**config.mk**
```make
export PLATFORM = sky130hd
export DESIGN_NAME = div_arbiter
export DESIGN_NICKNAME = d
export VERILOG_FILES = /design/src/rtl/div_arbiter.sv
export SDC_FILE = /design/constraint.sdc
export NUM_CORES = 1
export LEC_CHECK = 0
export ABC_AREA = 0
export ABC_CLOCK_PERIOD_IN_PS = 4250
export CAP_MARGIN = 40
export CORE_AREA = 8 8 173 175
export DETAILED_ROUTE_END_ITERATION = 16
export DIE_AREA = 0 0 181 183
export SLEW_MARGIN = 5
export SYNTH_ARGS = -nofsm -noshare
export SYNTH_HDL_FRONTEND = slang
export SYNTH_SLANG_ARGS = --single-unit
```
**constraint.sdc**
```tcl
create_clock -name clk -period 4.25 [get_ports clk]
set_input_delay 0.85 -clock clk [delete_from_list [all_inputs] [get_ports clk]]
set_output_delay 0.85 -clock clk [all_outputs]
set_load 0.03 [all_outputs]
```
**src/rtl/div_arbiter.sv**
```systemverilog
// div_arbiter: round-robin sequencer sharing one divider among NREQ requesters;
// divide-by-zero requests are answered locally without starting the divider.
module div_arbiter #(
    parameter int BITS = 32,
    parameter int NREQ = 4
) (
    input  logic                 clk,
    input  logic                 rst,
    input  logic [NREQ-1:0]      req_vld,
    input  logic [NREQ*BITS-1:0] req_a,
    input  logic [NREQ*BITS-1:0] req_b,
    output logic [NREQ-1:0]      req_rdy,
    output logic [NREQ-1:0]      resp_vld,
    output logic [BITS-1:0]      resp_q,
    output logic [BITS-1:0]      resp_r,
    output logic                 resp_dz,
    output logic [BITS-1:0]      div_a,
    output logic [BITS-1:0]      div_b,
    output logic                 div_input_vld,
    input  logic                 div_output_vld,
    input  logic [BITS-1:0]      div_q,
    input  logic [BITS-1:0]      div_r
);
    localparam int PW = $clog2(NREQ);
    typedef enum logic [2:0] {IDLE, ISSUE, WAIT, DZ, RESP} state_t;
    state_t          state_q, state_d;
    logic [PW-1:0]   ptr_q, ptr_d, owner_q, owner_d, gnt;
    logic [BITS-1:0] a_q, a_d, b_q, b_d, q_q, q_d, r_q, r_d, sel_a, sel_b;
    logic            dz_q, dz_d, found, accept;
    logic [PW:0]     sum [NREQ];
    logic [PW-1:0]   cand [NREQ];
    // cand[k] is the k-th index in cyclic search order starting at ptr
    for (genvar k = 0; k < NREQ; k++) begin : g_cand
        assign sum[k]  = {1'b0, ptr_q} + (PW+1)'(k);
        assign cand[k] = sum[k] >= (PW+1)'(NREQ) ? PW'(sum[k] - (PW+1)'(NREQ)) : PW'(sum[k]);
    end
    always_comb begin
        gnt   = '0;
        found = 1'b0;
        for (int k = NREQ - 1; k >= 0; k--) begin
            if (req_vld[cand[k]]) begin
                gnt   = cand[k];
                found = 1'b1;
            end
        end
    end
    assign sel_a         = req_a[gnt*BITS +: BITS];
    assign sel_b         = req_b[gnt*BITS +: BITS];
    assign accept        = state_q == IDLE && found && !rst;
    assign req_rdy       = accept ? NREQ'(1) << gnt : '0;
    assign resp_vld      = (state_q == RESP && !rst) ? NREQ'(1) << owner_q : '0;
    assign resp_q        = q_q;
    assign resp_r        = r_q;
    assign resp_dz       = dz_q;
    assign div_a         = a_q;
    assign div_b         = b_q;
    // Never start the divider unless it reports idle, even after a reset mid-operation
    assign div_input_vld = state_q == ISSUE && div_output_vld && !rst;
    always_comb begin
        state_d = state_q;
        ptr_d   = ptr_q;
        owner_d = owner_q;
        a_d     = a_q;
        b_d     = b_q;
        q_d     = q_q;
        r_d     = r_q;
        dz_d    = dz_q;
        case (state_q)
            IDLE: if (accept) begin
                a_d     = sel_a;
                b_d     = sel_b;
                owner_d = gnt;
                ptr_d   = gnt == PW'(NREQ - 1) ? '0 : gnt + 1'b1;
                state_d = sel_b == '0 ? DZ : ISSUE;
            end
            ISSUE: state_d = div_output_vld ? WAIT : ISSUE;
            WAIT: if (div_output_vld) begin
                q_d     = div_q;
                r_d     = div_r;
                state_d = RESP;
            end
            DZ: begin
                q_d     = '1;
                r_d     = a_q;
                dz_d    = 1'b1;
                state_d = RESP;
            end
            RESP: begin
                dz_d    = 1'b0;
                state_d = IDLE;
            end
            default: state_d = IDLE;
        endcase
    end
    always_ff @(posedge clk) begin
        if (rst) begin
            state_q <= IDLE;
            ptr_q   <= '0;
            owner_q <= '0;
            a_q     <= '0;
            b_q     <= '0;
            q_q     <= '0;
            r_q     <= '0;
            dz_q    <= 1'b0;
        end else begin
            state_q <= state_d;
            ptr_q   <= ptr_d;
            owner_q <= owner_d;
            a_q     <= a_d;
            b_q     <= b_d;
            q_q     <= q_d;
            r_q     <= r_d;
            dz_q    <= dz_d;
        end
    end
endmodule

```
=== After elaboration in Yosys (flattened, before gate mapping) ===
Index checks and enable logic that the tools add are counted.

* Bits in registers: 136
* Output and inout port bits: 138
* Word-level logic and storage cells: 81

* Add/subtract/negate cells: 8
* Magnitude comparators: 8
* Equal/unequal tests: 7
* Shift-type cells: 4
* Multiplexer cells: 33
* Reductions and logical operators: 13

{| class="wikitable"
|+ Operator list
! operator !! number
|-
| variable part select 128 x 8 -> 32 bit || 2
|-
| one-hot mux 32 bit (2 select lines) || 2
|-
| two-way mux 32 bit || 2
|-
| zero test 32 bit || 1
|-
| two-way mux 2 bit || 11
|-
| less-than comparator 2 x 3 -> 1 bit (second input constant) || 4
|-
| one-hot mux 3 bit (4 select lines) || 1
|-
| >= comparator 3 bit (second input constant) || 3
|-
| binary-select mux 1 bit (select 2 bit) || 4
|-
| two-way mux 1 bit || 8
|-
| two-way mux 4 bit || 2
|-
| << shifter 1 x 2 -> 4 bit (first input constant) || 2
|-
| subtractor 2 x 1 -> 2 bit (second input constant) || 4
|-
| adder 2 x 2 -> 3 bit (second input constant) || 2
|-
| equality test 3 x 2 -> 1 bit (second input constant) || 2
|-
| two-way mux 3 bit || 2
|-
| AND reduction 2 bit || 3
|-
| logical AND 1 bit || 5
|-
| inequality test 2 bit (second input constant) || 2
|-
| nonzero test 2 bit || 2
|-
| adder 2 x 1 -> 3 bit (second input constant) || 1
|-
| equality test 3 x 1 -> 1 bit (second input constant) || 1
|-
| equality test 3 bit (second input constant) || 1
|-
| >= comparator 2 x 3 -> 1 bit (second input constant) || 1
|-
| 5 further kinds || 5
|}

=== Longest topological paths before layout ===
* Depth in word-level cells: 14
* Gate-level depth with buffers: 11
* Mapped depth without buffers: 9

=== Least setup slack after synthesis ===
Ideal clock, no wire load.

* Path type: input to output
* From: input req_vld[3]
* To: output req_rdy[2]
* Arrival time: 2.664 ns
* Path slack: 0.736 ns
* Cell stages on the path: 8
* Cell sequence: or2_4 and4b_4 a31oi_4 buf_2 buf_2 buf_2 ha_1 and2_1

* Word-level cells in the longest chain between the ends: 9
* Elaborated cells on any way between the ends: 20

{| class="wikitable"
|+ Ends and longest elaborated chain
! item !! RTL line !! source
|-
| from (decl) || 9 || <nowiki>input logic [NREQ-1:0] req_vld,</nowiki>
|-
| binary-select mux 1 bit (select 2 bit) || 41 || <nowiki>if (req_vld[cand[k]]) begin</nowiki>
|-
| two-way mux 1 bit (implied by the code) || 41 ||
|-
| two-way mux 1 bit (4 in a row) || 41 ||
|-
| logical AND 1 bit (2 in a row) || 49 || <nowiki>assign accept = state_q == IDLE && found && !rst;</nowiki>
|-
| two-way mux 4 bit (*) || 50 || <nowiki>assign req_rdy = accept ? NREQ'(1) << gnt : '0;</nowiki>
|-
| to (decl) || 12 || <nowiki>output logic [NREQ-1:0] req_rdy,</nowiki>
|}

Every way passes the cells marked *; elsewhere a longest branch is shown, timed or not. The select of a mux whose other input is x is not followed.

=== Worst setup path in the final report ===
* From: input req_vld[3]
* To: output req_rdy[1]

Same word-level chain as after synthesis.

==> results.ini <==
[setup_path]
cp_max_fo = 4
regToRegSetupSlack_ps = 1280
start_kind = input pin
worst-path-buf-inv = 3
rr_endpoint = state_q[1]
end_kind = primary output
r2r_start = ptr_q[1]
path_cells = clkdlybuf4s50_1 -> or2_4 -> and4b_4 -> a31oi_4 -> clkinv_2 -> ha_1 -> and2_1 -> clkdlybuf4s50_1
cpMostUsedCell = clkdlybuf4s50_1
crit_family = buffers and inverters
crit_arrival_ps = 3200
max_stage_delay_ps = 620
cp_slowest_cell = clkdlybuf4s50_1
path_class = in -> out
crit_required_ps = 3400
worstRegToRegCells = 9

[place]
io_buffer_count = 464
finalWeightedCongestion = 0.8190
placed_cell_area_um2 = 12040
hpwlAfterDp_mm = 26.27

[clocking]
path_clk_slew_ps = 60
clock_latency_ps = 420
cts-root-buf = clkbuf_16
ctsLongestPathBuffers = 2
postCtsResizedCells = 0
clkSinkCount = 136
hold_buffers = 0
cts_tree = built
cts_buffers = 17
htree_levels = 4
cts_setup_buffers = 0

[drt]
vias_per_cell = 4.893
dr_total_vias = 8519
ant_nets = 0
drc_errors = 0
wl_per_cell_um = 19.85
drt-pass1-iter-count = 5
drt-total-wl_mm = 34.56
drtIter0Drc = 386

[floorplanning]
initial_core_util = 0.2602
die_h_um = 183
io_pins = 465
num_rows = 61
core_um2 = 27320
die_width_um = 181
die_area_um2 = 33120

[pwr]
power.leakage_nw = 5.189
p_total_mw = 4.949
pwr_density_cell_nw_per_um2 = 392.1
ir_drop_mv = 0.2194

[global_route]
grt_pass1_vias = 8434
grt_use_total = 0.1962
overflow = 0
grt_max_degree = 131
grt_pass1_wl_mm = 51.05
antenna_found_initial = 1

[worst_hold_path]
holdPathStages = 2
hold_end = div_b[13]
hp-start = div_b[13]
hold_path.class = reg -> reg

[synth]
syn_nets = 1297
yosysTopAreaCell = dfxtp_1
ys_types = 39
synth.most_common_cell = nand2_1
syn_area_um2 = 7109
yosys-top-cells-area = dfxtp_1 (38%), nand2_1 (13%), mux2i_1 (10%)
synth_seq_cells = 136
yosys_warnings = 0
syn_inst = 966
synth_top_area_frac = 0.3830
synth_edf_count = 0
synth.avg_cell_area_um2 = 7.360
synthArstFlopShare = 0
yosysSeqAreaShare = 0.3830
yosys-top-cells-count = nand2_1 (249), dfxtp_1 (136), a21oi_1 (103), nand3_1 (98), nor2_1 (85)
synth_ff_type = dfxtp_1

[status]
status = finished clean

[timing]
setup-tns-final_ps = 0
whs_ps = 454.9
max-slew-margin-rel = 0.4104
worst_slew_pin_slew_ps = 884.4
final_max_slew_viol_count = 0
rsz0062_at_grt = false
setup_viol = 0
fmax_mhz = 246.7
fin_crit_sh = 0.9539
hold_viol = 0
fin_crit_ps = 4054
fin_skew_ps = 15.97

[final_layout]
layout-drive-gt1-share = 0.04950
nNetsFinal = 1712
area_growth_pct = 77.56
final_cell_area_um2 = 12620

[run]
max-cap-violations = 0

==> worst max path at each step <==
stage                from          to  slack, ps  depth (start not counted)
2_1_floorplan  req_vld[3]  req_rdy[2]        740                          8
3_3_place_gp   req_vld[3]  req_rdy[0]        170                          8
3_5_place_dp   req_vld[3]  req_rdy[0]        100                          8
4_1_cts        req_vld[3]  req_rdy[0]         90                          8
5_1_grt        req_vld[3]  req_rdy[2]         70                          7
6_report       req_vld[3]  req_rdy[1]        200                          8
==> layer usage <==
layer  track usage  wire length [um]  vias to the layer above
met4       0.05871               742                        0
met5             0                 0                        -
met1        0.2214             13680                     3962
li1              -                 -                     4175
met3       0.06213              2684                       31
met2        0.3505             17450                      351
==> state kept, by name (all words and copies together), names as in the netlist <==
name     cells
state_q      3
div_a       32
div_b       32
ptr_q        2
resp_r      32
resp_dz      1
resp_q      32
owner_q      2
==> cell usage in the layout (no fill, tap or decap), types with 7 or more instances in the layout <==
| master | instances |
|---|---|
| clkdlybuf4s50_1 | 461 |
| nand2_1 | 249 |
| dfxtp_1 | 136 |
| a21oi_1 | 103 |
| nand3_1 | 97 |
| nor2_1 | 85 |
| mux2i_1 | 73 |
| a211oi_1 | 33 |
| o22ai_1 | 32 |
| clkbuf_16 | 17 |
| a22oi_1 | 16 |
| buf_4 | 16 |
| nor4_1 | 8 |
| mux2_2 | 7 |
| inv_6 | 7 |
==> worst register-to-register path: cells and delay by family, from the launching register on <==
family,cells,cell delay (ps)
muxes,2,550
buffers and inverters,2,620
and+or+nand+nor,3,690
DFF,1,510
AOI/OAI and AO/OA,2,500
==> per-stage QoR <==
step	setup WS, ps	instances	util
floorplan	735.7	966	-
global placement	170.1	1705	0.4379
detailed placement	95.42	1708	0.4407
CTS	94.19	1740	0.4619
global route	67.12	1740	0.4619
finish	195.9	1741	0.4620
==> power breakdown <==
part	switching (mW)	internal, mW	total, mW
logic	1.08	0.849	1.93
registers	0.103	1.42	1.52
clock network	0.665	0.833	1.50
total	1.85	3.10	4.95
==> cell type report <==
class                           count  area, um^2
Clock inverter                     15       155.1
Inverter                            4       16.27
Multi-Input combinational cell    740        4019
Clock buffer                       17       425.4
Fill cell                        2778       14700
Tap cell                          346       432.9
Sequential cell                   136        2723
Timing Repair Buffer              482        4850
Antenna cell                        1       2.502
==> kinds of logic (layout without fill, tap and decap cells) <==
| group | count (synthesis) | in the layout | share of synthesized area |
|---|---|---|---|
| other | 0 | 1 | 0 |
| buffers and inverters | 90 | 518 | 0.05650 |
| muxes | 80 | 80 | 0.1139 |
| DFF | 136 | 136 | 0.3830 |
| and+or+nand+nor | 464 | 464 | 0.2765 |
| adders and majority gates | 4 | 4 | 0.007040 |
| AOI/OAI and AO/OA | 192 | 192 | 0.1631 |
(Power assumes the default switching activity.)
==> edit 1, RTL diff (config.mk and constraints unchanged) <==
Register the input `div_q` before use, without a reset. The logic sees it one clock later. The other inputs are not delayed to match.
--- a/src/rtl/div_arbiter.sv
+++ b/src/rtl/div_arbiter.sv
@@ -25,2 +25,9 @@
     typedef enum logic [2:0] {IDLE, ISSUE, WAIT, DZ, RESP} state_t;
+
+    logic [BITS-1:0] div_q_q;
+
+    always_ff @(posedge clk) begin
+        div_q_q <= div_q;
+    end
+
     state_t          state_q, state_d;
@@ -77,3 +84,3 @@
             WAIT: if (div_output_vld) begin
-                q_d     = div_q;
+                q_d     = div_q_q;
                 r_d     = div_r;
Function: changed (a bounded check fails within 4 cycles, from zero or initial values and one cycle with rst high).
==> edit 1 against the original RTL <==
Count of clock-buffer cells in the layout unchanged. Worst setup slack improved by 0.081 ns. Utilization is 2.4 points higher. Final area increased by 5.2%. Sequential cell count is 32 higher. Cell count is 3.8% higher. Area after synthesis increased by 8.9%. Power rose by 11%. Wire length grew 12%. Die area unchanged. Largest power group unchanged. Highest routed layer is now met5.
==> edit 1: results (changes against the original RTL) <==
OUTCOME
--------------------------------------------------------------------------------
Outcome ........................................................... finished, final reports clean

YOSYS
--------------------------------------------------------------------------------
Number of instances in the synthesized netlist ....................        1,033   +6.9%
Synthesized net count .............................................        1,364   +5.2%
Synth area leaders ................................................ sky130_fd_sc_hd__dfxtp_1 (43%), sky130_fd_sc_hd__nand2_1 (12%), sky130_fd_sc_hd__nand3_1 (6.3%)
Netlist cell types ................................................           44   +13%
Adder and majority cell fraction of the synthesized area ..........       0.647%   -0.057 points
Post-synthesis compound-gate area fraction ........................        17.9%   +1.6 points
Leading post-synthesis cells by instance count .................... sky130_fd_sc_hd__nand2_1 (251), sky130_fd_sc_hd__dfxtp_1 (168), sky130_fd_sc_hd__nand3_1 (97)

GLOBAL ROUTE
--------------------------------------------------------------------------------
Via count of the first global-routing pass ........................        9,109   +8.0%
Number of antenna violations at the first check in global routing .            3   +2
Overall track demand over capacity in global routing ..............        22.4%   +2.7 points
Pin count of the biggest net entering global routing ..............           73   -44%
Global-route wire length before repair ............................    57,000 µm   +12%

CRITICAL PATH
--------------------------------------------------------------------------------
Reg2Reg Launch Point ..............................................     ptr_q[0]
Arrival @ worst endpoint ..........................................      3.12 ns   -0.08 ns
Worst setup path startpoint .......................................   req_vld[1]
CP max-delay cell ................................................. sky130_fd_sc_hd__or4_4
Cell family with the largest share of critical-path delay ......... simple AND/OR/NAND/NOR gates

DRT
--------------------------------------------------------------------------------
Violation count after the first detailed-routing iteration ........          649   +68%
Aggregate routed wire length ......................................    38,600 µm   +12%

WORST HOLD PATH
--------------------------------------------------------------------------------
Launch instance of the worst min-delay path .......................    div_b[30]
Worst hold path endpoint ..........................................    div_b[30]

FINISH
--------------------------------------------------------------------------------
Share of post-route cells with drive strength above 1 .............        5.07%   +0.12 points
Number of fill cells ..............................................        2,753   -0.90%
Number of cells in the finished layout apart from fillers .........        1,807   +3.8%

TIMING
--------------------------------------------------------------------------------
Slew @ Worst Pin ..................................................     0.727 ns   -0.157 ns
Final setup skew ..................................................   0.00833 ns   -0.00764 ns

edit 1: cell count changes after synthesis, sizes merged, moves of 15 or more:
cell    before  now
o22ai       32   50
nor3         3   20
and3         1   34
clkbuf      55   70
mux2i       73   18
a21oi      103   77
dfxtp      136  168
a211oi      33   52
edit 1: power groups by stage:
stage	sequential, W	clock (W)	combinational (W)
after detailed placement	0.00190	0	0.00206
after CTS	0.00186	0.00164	0.00207
after global placement	0.00189	0	0.00205
after floorplan	0.00213	0	0.000848
after global routing	0.00188	0.00170	0.00222
final	0.00186	0.00160	0.00206
edit 1: per-layer routing:
layer,global-route usage (%),wire (µm)
met5,0,13
met4,7.15,1100
met3,6.39,2790
met2,37.0,18400
met1,27.8,16300
edit 1: cell type report:
cell class | count | share of cell area, %
tap | 346 | 3.26
clock inverter | 13 | 1.21
sequential | 168 | 25.3
multi-input combinational | 770 | 30.1
timing repair buffer | 489 | 36.8
inverter | 2 | 0.0754
antenna | 2 | 0.0377
clock buffer | 17 | 3.20
==> edit 2, RTL diff (config.mk and constraints unchanged) <==
Made on the original files. Set the parameter `NREQ` to 2 (it was 4).
--- a/src/rtl/div_arbiter.sv
+++ b/src/rtl/div_arbiter.sv
@@ -4,3 +4,3 @@
     parameter int BITS = 32,
-    parameter int NREQ = 4
+    parameter int NREQ = 2
 ) (
Ports: changed (5 resized); port bits go from 465 to 331. No check against the original RTL was run, so the function may have changed too.
==> edit 2 against the original RTL <==
Power is 17% lower. Area after synthesis fell by 18%. Fmax up 18%. First-iteration DRC count down 44%. Sequential cell count down 2. Wire length fell by 27%. Synthesized cell count shrank 34%. Worst setup slack improved by 0.62 ns. Largest power group is now clock. Critical path type unchanged. Final area is 21% lower. Via count shrank 30%. Combinational power fell by 42%. Global-route usage decreased by 4.9 points.
==> edit 2: results (changes against the original RTL) <==
OUTCOME
--------------------------------------------------------------------------------
Outcome ........................................................... finished, final reports clean

DRT
--------------------------------------------------------------------------------
Via Count .........................................................        5,943   -30%
Met2 WL ...........................................................    12,400 µm   -29%
Routed metal-1 wirelength .........................................    11,000 µm   -20%
Violation count after the first detailed-routing iteration ........          217   -44%

POWER
--------------------------------------------------------------------------------
P_seq .............................................................    0.00146 W   -4%
Sw Share ..........................................................        31.6%   -5.8 points

FINISH
--------------------------------------------------------------------------------
Non-clock inverters ...............................................            3   -1
Flip-flop and latch count .........................................          134   -1.5%
Number of fill cells ..............................................        2,802   +0.86%
Multi-input gate area in the final layout .........................     2810 µm²   -30%
Clock-cell share of area ..........................................        6.01%   +1.4 points
Utilization of the core after routing .............................        36.5%   -9.7 points

GLOBAL ROUTE
--------------------------------------------------------------------------------
Met3 demand-to-capacity share in global routing ...................        4.51%   -1.7 points
Pin count of the biggest net entering global routing ..............           63   -52%
Number of antenna violations at the first check in global routing .            0   -1
Via count of the first global-routing pass ........................        6,171   -27%

YOSYS
--------------------------------------------------------------------------------
Netlist cell types ................................................           35   -10%
Mapped Avg Cell Area ..............................................     9.08 µm²   +23%

CRITICAL PATH
--------------------------------------------------------------------------------
Largest fanout on the critical path ...............................            5   +1

TIMING
--------------------------------------------------------------------------------
Final setup skew ..................................................    0.0124 ns   -0.00357 ns
Min Tclk post-route ...............................................      3.43 ns   -0.622 ns
Slew @ Worst Pin ..................................................     0.862 ns   -0.0229 ns

PLACEMENT
--------------------------------------------------------------------------------
Gp weighted congestion ............................................        0.757   -7.6%
Cell area reported after detailed placement .......................     9370 µm²   -22%

## edit 2: changes by cell type in the layout (fill, tap and decap cells not counted), sizes merged, moves of 31 or more
cell,unedited run,this run
nand2,249,35
clkdlybuf4s50,461,327
nand3,98,1
a21oi,103,34
nor3,3,66
o221ai,0,32
o22ai,32,0
a211oi,33,64
## edit 2: worst min-delay path by stage
stage	from	slack, ns	endpoint	cells past startpoint
2_1_floorplan	owner_q	0.47	owner_q	2
6_report	resp_r[11]	0.45	resp_r[11]	2
5_1_grt	resp_r[23]	0.47	resp_r[23]	2
3_5_place_dp	resp_r[11]	0.44	resp_r[11]	2
3_3_place_gp	resp_r[9]	0.44	resp_r[9]	2
4_1_cts	resp_r[11]	0.45	resp_r[11]	2
## edit 2: cells by family (layout without fill, tap and decap cells)
kind of cell / Yosys count / after routing / synth area share, %
AOI/OAI and AO/OA: 141 / 141 / 18.6
muxes: 64 / 64 / 11.0
buffers and inverters: 66 / 377 / 5.76
and+or+nand+nor: 236 / 236 / 18.6
DFF: 134 / 134 / 46.1
